### config.mk
export PLATFORM = sky130hd
export DESIGN_NAME = alu_dec_md
export DESIGN_NICKNAME = d
export VERILOG_FILES = /design/src/rtl/alu_dec_md_pkg.sv /design/src/rtl/alu_dec_md_md_seq.sv /design/src/rtl/alu_dec_md.sv
export SDC_FILE = /design/constraint.sdc
export NUM_CORES = 1
export LEC_CHECK = 0
export CORE_MARGIN = 8
export CORE_UTILIZATION = 49
export CTS_BUF_LIST = sky130_fd_sc_hd__clkbuf_4 sky130_fd_sc_hd__clkbuf_8 sky130_fd_sc_hd__clkbuf_16
export CTS_CLUSTER_SIZE = 8
export DETAILED_ROUTE_END_ITERATION = 16
export PLACE_DENSITY = 0.79
export RECOVER_POWER = 50
export SYNTH_ARGS = -nofsm -noshare
export SYNTH_HDL_FRONTEND = slang
export SYNTH_SLANG_ARGS = --single-unit
### constraint.sdc
create_clock -name clk -period 2.9 [get_ports clk]
set_clock_uncertainty 0.15 [all_clocks]
set_input_delay 0.58 -clock clk [delete_from_list [all_inputs] [get_ports clk]]
set_output_delay 0.58 -clock clk [all_outputs]
set_load 0.05 [all_outputs]
### src/rtl/alu_dec_md_pkg.sv
// Shared encodings for the ALU/mult-div decoder: MIPS opcode and funct
// fields, ALU operation codes, mult/div class codes and sequencer states.
package alu_dec_md_pkg;

  // Primary opcode field (instruction bits 31:26)
  localparam logic [5:0] OPC_RTYPE  = 6'h00;
  localparam logic [5:0] OPC_REGIMM = 6'h01; // BLTZ/BGEZ
  localparam logic [5:0] OPC_BLEZ   = 6'h06;
  localparam logic [5:0] OPC_BGTZ   = 6'h07;
  localparam logic [5:0] OPC_ADDIU  = 6'h09;
  localparam logic [5:0] OPC_SLTI   = 6'h0A;
  localparam logic [5:0] OPC_SLTIU  = 6'h0B;
  localparam logic [5:0] OPC_ANDI   = 6'h0C;
  localparam logic [5:0] OPC_ORI    = 6'h0D;
  localparam logic [5:0] OPC_XORI   = 6'h0E;
  localparam logic [5:0] OPC_LUI    = 6'h0F;
  localparam logic [5:0] OPC_LB     = 6'h20;
  localparam logic [5:0] OPC_LH     = 6'h21;
  localparam logic [5:0] OPC_LW     = 6'h23;
  localparam logic [5:0] OPC_LBU    = 6'h24;
  localparam logic [5:0] OPC_LHU    = 6'h25;
  localparam logic [5:0] OPC_SB     = 6'h28;
  localparam logic [5:0] OPC_SH     = 6'h29;
  localparam logic [5:0] OPC_SW     = 6'h2B;

  // R-type funct field (instruction bits 5:0)
  localparam logic [5:0] FN_SLL   = 6'h00;
  localparam logic [5:0] FN_SRL   = 6'h02;
  localparam logic [5:0] FN_SRA   = 6'h03;
  localparam logic [5:0] FN_SLLV  = 6'h04;
  localparam logic [5:0] FN_SRLV  = 6'h06;
  localparam logic [5:0] FN_SRAV  = 6'h07;
  localparam logic [5:0] FN_MFHI  = 6'h10;
  localparam logic [5:0] FN_MTHI  = 6'h11;
  localparam logic [5:0] FN_MFLO  = 6'h12;
  localparam logic [5:0] FN_MTLO  = 6'h13;
  localparam logic [5:0] FN_MULT  = 6'h18;
  localparam logic [5:0] FN_MULTU = 6'h19;
  localparam logic [5:0] FN_DIV   = 6'h1A;
  localparam logic [5:0] FN_DIVU  = 6'h1B;
  localparam logic [5:0] FN_ADDU  = 6'h21;
  localparam logic [5:0] FN_SUBU  = 6'h23;
  localparam logic [5:0] FN_AND   = 6'h24;
  localparam logic [5:0] FN_OR    = 6'h25;
  localparam logic [5:0] FN_XOR   = 6'h26;
  localparam logic [5:0] FN_NOR   = 6'h27;
  localparam logic [5:0] FN_SLT   = 6'h2A;
  localparam logic [5:0] FN_SLTU  = 6'h2B;

  // ALU operation codes; zero is deliberately unused so a stuck-at-zero
  // output never looks like a valid ADDU
  typedef enum logic [3:0] {
    ALU_ADDU = 4'd1,
    ALU_SUBU = 4'd2,
    ALU_AND  = 4'd3,
    ALU_OR   = 4'd4,
    ALU_XOR  = 4'd5,
    ALU_NOR  = 4'd6,
    ALU_SLT  = 4'd7,
    ALU_SLTU = 4'd8,
    ALU_SLL  = 4'd9,
    ALU_SRL  = 4'd10,
    ALU_SRA  = 4'd11,
    ALU_LUI  = 4'd12
  } alu_op_e;

  // Mult/div class; MTHI and MTLO share one code
  typedef enum logic [2:0] {
    MD_NONE   = 3'd0,
    MD_MULT   = 3'd1,
    MD_MULTU  = 3'd2,
    MD_DIV    = 3'd3,
    MD_DIVU   = 3'd4,
    MD_MFHI   = 3'd5,
    MD_MFLO   = 3'd6,
    MD_MTHILO = 3'd7
  } md_op_e;

  typedef enum logic [1:0] {
    S_IDLE = 2'd0,
    S_BUSY = 2'd1,
    S_DONE = 2'd2
  } md_state_e;

  typedef struct packed {
    alu_op_e alu;
    md_op_e  md;
    logic    ill;
  } dec_t;

  // Classes that launch the iterative multiply/divide sequencer
  function automatic logic is_md_seq(input md_op_e op);
    return (op == MD_MULT) || (op == MD_MULTU) || (op == MD_DIV) || (op == MD_DIVU);
  endfunction

endpackage

### src/rtl/alu_dec_md_md_seq.sv
// md_seq: multiply/divide occupancy sequencer (IDLE -> BUSY -> DONE).
// Tracks MD_CYCLES iterations and emits start/busy/done status.
module md_seq
  import alu_dec_md_pkg::*;
#(
  parameter int MD_CYCLES = 32
) (
  input  logic clk,
  input  logic rst,
  input  logic i_start,
  output logic o_start,
  output logic o_busy,
  output logic o_done
);

  localparam int CNT_W = $clog2(MD_CYCLES);
  localparam logic [CNT_W-1:0] CNT_LOAD = CNT_W'(MD_CYCLES - 1);

  md_state_e        r_state;
  md_state_e        w_state_next;
  logic [CNT_W-1:0] r_cnt;
  logic [CNT_W-1:0] w_cnt_next;
  logic             r_start;

  // Next-state and counter: the count runs regardless of pipeline stall
  always_comb begin
    w_state_next = r_state;
    w_cnt_next   = r_cnt;
    case (r_state)
      S_IDLE, S_DONE: begin
        if (i_start) begin
          w_state_next = S_BUSY;
          w_cnt_next   = CNT_LOAD;
        end else begin
          w_state_next = S_IDLE;
        end
      end
      S_BUSY: begin
        if (r_cnt == '0) w_state_next = S_DONE;
        else             w_cnt_next   = r_cnt - 1'b1;
      end
      default: w_state_next = S_IDLE;
    endcase
  end

  // State, counter and start-pulse registers; reset aborts any operation
  always_ff @(posedge clk) begin
    if (rst) begin
      r_state <= S_IDLE;
      r_cnt   <= '0;
      r_start <= 1'b0;
    end else begin
      r_state <= w_state_next;
      r_cnt   <= w_cnt_next;
      r_start <= i_start && (r_state != S_BUSY);
    end
  end

  assign o_start = r_start;
  assign o_busy  = (r_state == S_BUSY);
  assign o_done  = (r_state == S_DONE);

endmodule

### src/rtl/alu_dec_md.sv
// alu_dec_md: registered ALU / mult-div decoder with HI/LO hazard gating.
// Build option: define MD_DIV_EN to decode and sequence DIV/DIVU; without
// it those functs decode as illegal and never start the sequencer.
module alu_dec_md
  import alu_dec_md_pkg::*;
#(
  parameter int MD_CYCLES = 32,
  parameter int OP_W      = 4
) (
  input  logic            clk,
  input  logic            rst,
  input  logic            in_valid,
  output logic            in_ready,
  input  logic [5:0]      opcode,
  input  logic [5:0]      funct,
  input  logic            stall,
  input  logic            flush,
  output logic            out_valid,
  output logic [OP_W-1:0] alu_op,
  output logic [2:0]      md_op,
  output logic            md_start,
  output logic            md_busy,
  output logic            md_done,
  output logic            illegal
);

  dec_t    w_dec;
  logic    w_busy;
  logic    w_hazard;
  logic    w_accept;
  logic    w_md_go;
  logic    r_out_valid;
  alu_op_e r_alu_op;
  md_op_e  r_md_op;
  logic    r_illegal;

  // Decode table: anything not listed is illegal with ADDU/NONE
  always_comb begin
    w_dec = '{ALU_ADDU, MD_NONE, 1'b1};
    case (opcode)
      OPC_RTYPE: begin
        case (funct)
          FN_SLL, FN_SLLV:   w_dec = '{ALU_SLL,  MD_NONE,   1'b0};
          FN_SRL, FN_SRLV:   w_dec = '{ALU_SRL,  MD_NONE,   1'b0};
          FN_SRA, FN_SRAV:   w_dec = '{ALU_SRA,  MD_NONE,   1'b0};
          FN_ADDU:           w_dec = '{ALU_ADDU, MD_NONE,   1'b0};
          FN_SUBU:           w_dec = '{ALU_SUBU, MD_NONE,   1'b0};
          FN_AND:            w_dec = '{ALU_AND,  MD_NONE,   1'b0};
          FN_OR:             w_dec = '{ALU_OR,   MD_NONE,   1'b0};
          FN_XOR:            w_dec = '{ALU_XOR,  MD_NONE,   1'b0};
          FN_NOR:            w_dec = '{ALU_NOR,  MD_NONE,   1'b0};
          FN_SLT:            w_dec = '{ALU_SLT,  MD_NONE,   1'b0};
          FN_SLTU:           w_dec = '{ALU_SLTU, MD_NONE,   1'b0};
          FN_MFHI:           w_dec = '{ALU_ADDU, MD_MFHI,   1'b0};
          FN_MFLO:           w_dec = '{ALU_ADDU, MD_MFLO,   1'b0};
          FN_MTHI, FN_MTLO:  w_dec = '{ALU_ADDU, MD_MTHILO, 1'b0};
          FN_MULT:           w_dec = '{ALU_ADDU, MD_MULT,   1'b0};
          FN_MULTU:          w_dec = '{ALU_ADDU, MD_MULTU,  1'b0};
`ifdef MD_DIV_EN
          FN_DIV:            w_dec = '{ALU_ADDU, MD_DIV,    1'b0};
          FN_DIVU:           w_dec = '{ALU_ADDU, MD_DIVU,   1'b0};
`else
          FN_DIV, FN_DIVU:   w_dec = '{ALU_ADDU, MD_NONE,   1'b1};
`endif
          default:           w_dec = '{ALU_ADDU, MD_NONE,   1'b1};
        endcase
      end
      OPC_LB, OPC_LH, OPC_LW, OPC_LBU, OPC_LHU,
      OPC_SB, OPC_SH, OPC_SW, OPC_ADDIU:
                             w_dec = '{ALU_ADDU, MD_NONE,   1'b0};
      OPC_SLTI, OPC_BLEZ, OPC_BGTZ, OPC_REGIMM:
                             w_dec = '{ALU_SLT,  MD_NONE,   1'b0};
      OPC_SLTIU:             w_dec = '{ALU_SLTU, MD_NONE,   1'b0};
      OPC_ANDI:              w_dec = '{ALU_AND,  MD_NONE,   1'b0};
      OPC_ORI:               w_dec = '{ALU_OR,   MD_NONE,   1'b0};
      OPC_XORI:              w_dec = '{ALU_XOR,  MD_NONE,   1'b0};
      OPC_LUI:               w_dec = '{ALU_LUI,  MD_NONE,   1'b0};
      default:               w_dec = '{ALU_ADDU, MD_NONE,   1'b1};
    endcase
  end

  // Any HI/LO-touching instruction must wait while the unit is occupied;
  // flush does not gate ready, it only discards what is accepted.
  assign w_hazard = w_busy && (w_dec.md != MD_NONE);
  assign in_ready = !stall && !w_hazard;
  assign w_accept = in_valid && in_ready && !flush;
  assign w_md_go  = w_accept && is_md_seq(w_dec.md);

  // Output register: flush clears, stall holds, otherwise load or drain
  always_ff @(posedge clk) begin
    if (rst) begin
      r_out_valid <= 1'b0;
      r_alu_op    <= ALU_ADDU;
      r_md_op     <= MD_NONE;
      r_illegal   <= 1'b0;
    end else if (flush) begin
      r_out_valid <= 1'b0;
    end else if (!stall) begin
      r_out_valid <= w_accept;
      if (w_accept) begin
        r_alu_op  <= w_dec.alu;
        r_md_op   <= w_dec.md;
        r_illegal <= w_dec.ill;
      end
    end
  end

  md_seq #(
    .MD_CYCLES (MD_CYCLES)
  ) u_md_seq (
    .clk     (clk),
    .rst     (rst),
    .i_start (w_md_go),
    .o_start (md_start),
    .o_busy  (w_busy),
    .o_done  (md_done)
  );

  assign md_busy   = w_busy;
  assign out_valid = r_out_valid;
  assign alu_op    = OP_W'(r_alu_op);
  assign md_op     = r_md_op;
  assign illegal   = r_illegal;

endmodule

# Yosys cells after proc, flatten, opt, wreduce, memory -nomap -nowiden
# Memories as Yosys holds them, arrays and structs flattened.
# Cells that the tools add are included.
# W data, S select, Z words.
# op_classes
n_bitwise,2
n_reduce_logical,23
muxes,7
eq_ne,28
addsub,1
# ops
op,count
$pmux W8 S8,1
$eq A6 B6 Y1 const B,8
$eq A6 B4 Y1 const B,7
$eq A6 B3 Y1 const B,2
$mux W5,2
$pmux W5 S2,1
$reduce_or A9 Y1,1
$eq A3 B2 Y1 const B,2
$eq A6 B1 Y1 const B,1
$logic_and A1 B1 Y1,6
$logic_not A6 Y1,1
$ne A2 B1 Y1 const B,3
$reduce_and A3 Y1,2
$logic_not A5 Y1,1
$sub A5 B1 Y5 const B,1
$pmux W2 S2,1
$reduce_or A2 Y1,2
$reduce_or A4 Y1,1
$eq A3 B1 Y1 const B,1
$eq A3 B3 Y1 const B,1
$logic_not A1 Y1,3
$logic_or A1 B1 Y1,3
$reduce_bool A3 Y1,1
$eq A2 B1 Y1 const B,1
other kinds (7),8
# word_totals
memories,1
mem_bits_ro,512
register_bits,17
# mem_list
name,depth,width,rd,rd_clocked_by_memory_dff,wr,line_no,rtl
(name not given),64,8,1,0,0,alu_dec_md.sv:42,case (funct)

# Depth between registers and ports, before layout
# Gate-level depths: netlist of the first run.
# depth
ltp_word,12
depth_mapped,8
mapped_depth_nobuf,7

# Cells and area by module
# Synthesis of the first run repeated with hierarchy kept, for this count alone.
# hier_totals
cells_unflattened,157
hier_area_um2,1256.2
# modules_own_cells
module,cells_per_inst,seq_area_each_um2,instances,area_each_um2
alu_dec_md,121,180.2,1,909.6
md_seq,36,160.2,1,346.6

# Worst setup path before layout of the first run
# Ideal clock, no wire load.
# synth_timing
kind,input-to-output
start,in funct[0]
end,out in_ready
path_buffers,0
setup_slack_ns,0.191
arrival_ns,1.979
path_stages,5
cell_sequence,inv_1 > ha_1 > nor2_1 > a21oi_2 > a31oi_1
# synth_via
elab_chain_cells,6
# synth_rtl
element,line_no,rtl
start: declaration,alu_dec_md.sv:15,"input logic [5:0] funct,"
$mem_v2 Z64 W8,-,
$pmux W8 S8,alu_dec_md.sv:40,case (opcode)
$reduce_bool A3 Y1,alu_dec_md.sv:84,assign w_hazard = w_busy && (w_dec.md != MD_NONE);
$logic_and A1 B1 Y1,alu_dec_md.sv:84,
$logic_not A1 Y1,alu_dec_md.sv:85,assign in_ready = !stall && !w_hazard;
$logic_and A1 B1 Y1,alu_dec_md.sv:85,
end: declaration,alu_dec_md.sv:13,"output logic in_ready,"
# Every way passes these cells.

# Worst setup path in the final report of the first run
# layout_timing
start,in opcode[1]
end,out in_ready
# layout_via
elab_chain_cells,7
# layout_rtl
element,line_no,rtl
start: declaration,alu_dec_md.sv:14,"input logic [5:0] opcode,"
$eq A6 B6 Y1 (tied with other cells),alu_dec_md.sv:40,
$reduce_or A9 Y1 / $reduce_or A4 Y1 (equally long branches),alu_dec_md.sv:40,
$pmux W8 S8 (*),alu_dec_md.sv:40,
$reduce_bool A3 Y1 (*),alu_dec_md.sv:84,
$logic_and A1 B1 Y1 (*),alu_dec_md.sv:84,
$logic_not A1 Y1 (*),alu_dec_md.sv:85,
$logic_and A1 B1 Y1 (*),alu_dec_md.sv:85,
# Mark *: on every way between the ends. The rest lies on a longest branch, timed or not.

==> results of run 1 <==
layer usage:
| metal | vias to the layer above | track usage | routed length [microns] |
|---|---|---|---|
| li1 | 667 | - | - |
| met1 | 593 | 0.1655 | 1415 |
| met2 | 43 | 0.2533 | 1522 |
| met3 | 4 | 0.02712 | 178 |
| met4 | 0 | 0.06400 | 44 |
| met5 | - | 0 | 0 |
sequential cells by signal, summed over array words and instances, names as in the netlist:
signal	flops
illegal	1
md_op	3
u_md_seq.r_state	2
alu_op	4
out_valid	1
u_md_seq.r_cnt	5
u_md_seq.o_start	1
synthesized netlist by cell type, types with 3 or more instances:
master | instances | area share
nor3_1 | 8 | 0.032
inv_1 | 11 | 0.033
nand3_1 | 4 | 0.016
a31oi_1 | 9 | 0.045
o21ai_0 | 5 | 0.020
a21oi_1 | 15 | 0.061
or3_1 | 7 | 0.035
nand2b_1 | 4 | 0.020
o211ai_1 | 3 | 0.018
ha_1 | 9 | 0.091
dfxtp_1 | 17 | 0.27
nand2_1 | 13 | 0.039
clkbuf_1 | 6 | 0.018
nor2_1 | 11 | 0.033
per-stage QoR:
stage	instances	util	power [mW]	worst slack [ns]
floorplan	161	-	0.3063	0.1910
global placement	223	0.6620	0.3545	0.1269
detailed placement	223	0.6620	0.3583	0.1176
CTS	227	0.6734	0.4810	0.1160
global route	227	0.6656	0.5065	0.05397
finish	227	0.6656	0.4756	0.1308
worst max-delay path, delay by kind of cell:
family	cells	cell delay, ns
compound gates	1	0.10
simple gates	2	0.74
buf+inv	2	0.62
final cells by class:
class | count | area, sq um
Multi-Input combinational cell | 123 | 794.5
Clock inverter | 1 | 5.005
Timing Repair Buffer | 41 | 374.1
Inverter | 12 | 45.04
Clock buffer | 3 | 22.52
Fill cell | 214 | 813.3
Tap cell | 30 | 37.54
Sequential cell | 17 | 340.3
power breakdown:
part | internal, mW | switching, mW
Clock | 0.0513 | 0.0728
Sequential | 0.235 | 0.000810
Combinational | 0.0538 | 0.0620
cells by family (layout without fill, tap and decap cells):
family                     Yosys count  after routing  share of synthesized area
and+or+nand+nor                     64             64                     0.2940
adders and majority gates            9              9                    0.09091
AOI/OAI and AO/OA                   50             50                     0.2687
buffers and inverters               21             57                    0.07171
DFF                                 17             17                     0.2748
worst max-delay path by stage:
stage | start | endpoint | slack, ns | cells after the start
6_report | opcode[1] | in_ready | 0.13 | 5
5_1_grt | funct[0] | in_ready | 0.05 | 7
4_1_cts | opcode[1] | in_ready | 0.12 | 5
3_5_place_dp | opcode[1] | in_ready | 0.12 | 5
3_3_place_gp | opcode[1] | in_ready | 0.13 | 5
2_1_floorplan | funct[0] | in_ready | 0.19 | 5
==> impl_metrics.toml, run 1 <==
[setup_path]
cp_cell_sequence = "clkdlybuf4s50_1, or4_4, nor2_1, a31oi_1, buf_4"
critical_path_arrival_ns = 2.04
critical_path.slowest_cell = "or4_4"
required_ns = 2.17
cp_slowest_stage_delay_ns = 0.58
path_max_fanout = 5
r2r_start = "u_md_seq.r_cnt[0]"
rrSetupSlack_ns = 0.72
cp-start-kind = "input pin"
rr_worst_depth = 8
cp-end-kind = "output port"
crit_type = "input pin to output port"
r2r-end = "u_md_seq.r_cnt[3]"

[grt]
grt_usage = 0.1448
grt_first_pass_wirelength_microns = 5271
grt_start_max_net_pins = 16
grt_pass1_vias = 1235
antenna_found_initial = 0
overflow = 0

[status]
status = "complete, no violations"

[yosys]
ys_ff_latch = 17
ys_warn_count = 0
syn_inst = 161
ys.flop_type = "dfxtp_1"
synth_cell_types = 46
syn_nets = 187
syn-mean-instance-area_sq_um = 7.694
yosysSeqAreaShare = 0.2747
netlist_area_sq_um = 1239
ys_async_sr_fraction = 0
synth-edff-count = 0

[layout]
layout_commonest_cell = "clkdlybuf4s50_1"
layout-drive-gt1-share = 0.1117
diodes = 0
final_cell_mix = "clkdlybuf4s50_1, dfxtp_1, a21oi_1, nand2_1, buf_4"
nets = 224
area_growth_pct = 30.71
stdcell_area_sq_um = 1619

[floorplanning]
die-area_sq_um = 4393
rows = 18
initial_core_util = 0.5093
die_h_microns = 66.28
coreArea_sq_um = 2432
io_pins = 30
fp.dieW_microns = 66.28

[clock_tree]
cts-root-buf = "clkbuf_4"
path_clk_slew_ns = 0.09
cts_tree = "built"
post_cts_buffers = 0
clk_latency_ns = 0.29
clock_path_buffers = 2
cts_buffers = 3
h-tree-depth = 1
clock-sinks = 17
cts_resized = 0
ctsHoldBuffers = 0

[timing]
setup_tns_ns = 0
setup_viol = 0
final-hold-violation-count = 0
maxSlewViolCount = 0
timing.fmax_ghz = 0.3611
tightest_slew_ns = 0.5505
relSlewSlack = 0.6319
rsz0062_at_grt = "false"
layout_min_cycle_time_ns = 2.769
post-route-period-util = 0.9549
hold_ws_ns = 0.3005

[placement]
place_area_sq_um = 1610
dpl.hpwl_microns = 2590
gp_congestion = 0.8987
portBuffers = 29

[hold_path]
holdPathStages = 2
min_from = "md_op[0]"
min_to = "md_op[0]"
hp-class = "flip-flop to flip-flop"

[power]
peakVddDrop_mv = 0.2097
cellLeakagePower_nw = 0.6668
powerDensity_nw_per_um2 = 293.8

[drt]
drtIter0Drc = 78
ant_nets = 0
via_per_inst = 5.758
wire_per_inst_microns = 13.92
drt-total-wl_microns = 3160
dr_total_vias = 1307
drcViolationCount = 0
first_pass_iters = 4

[run]
maxCapViolations = 0
Note: power is estimated with default switching activity, not from simulation.
==> run 2, diff against run 1 <==
- GPL_TIMING_DRIVEN: unset -> 1
==> results of run 2 <==
No change in the layout: final DEF, timing and power equal those of run 1.
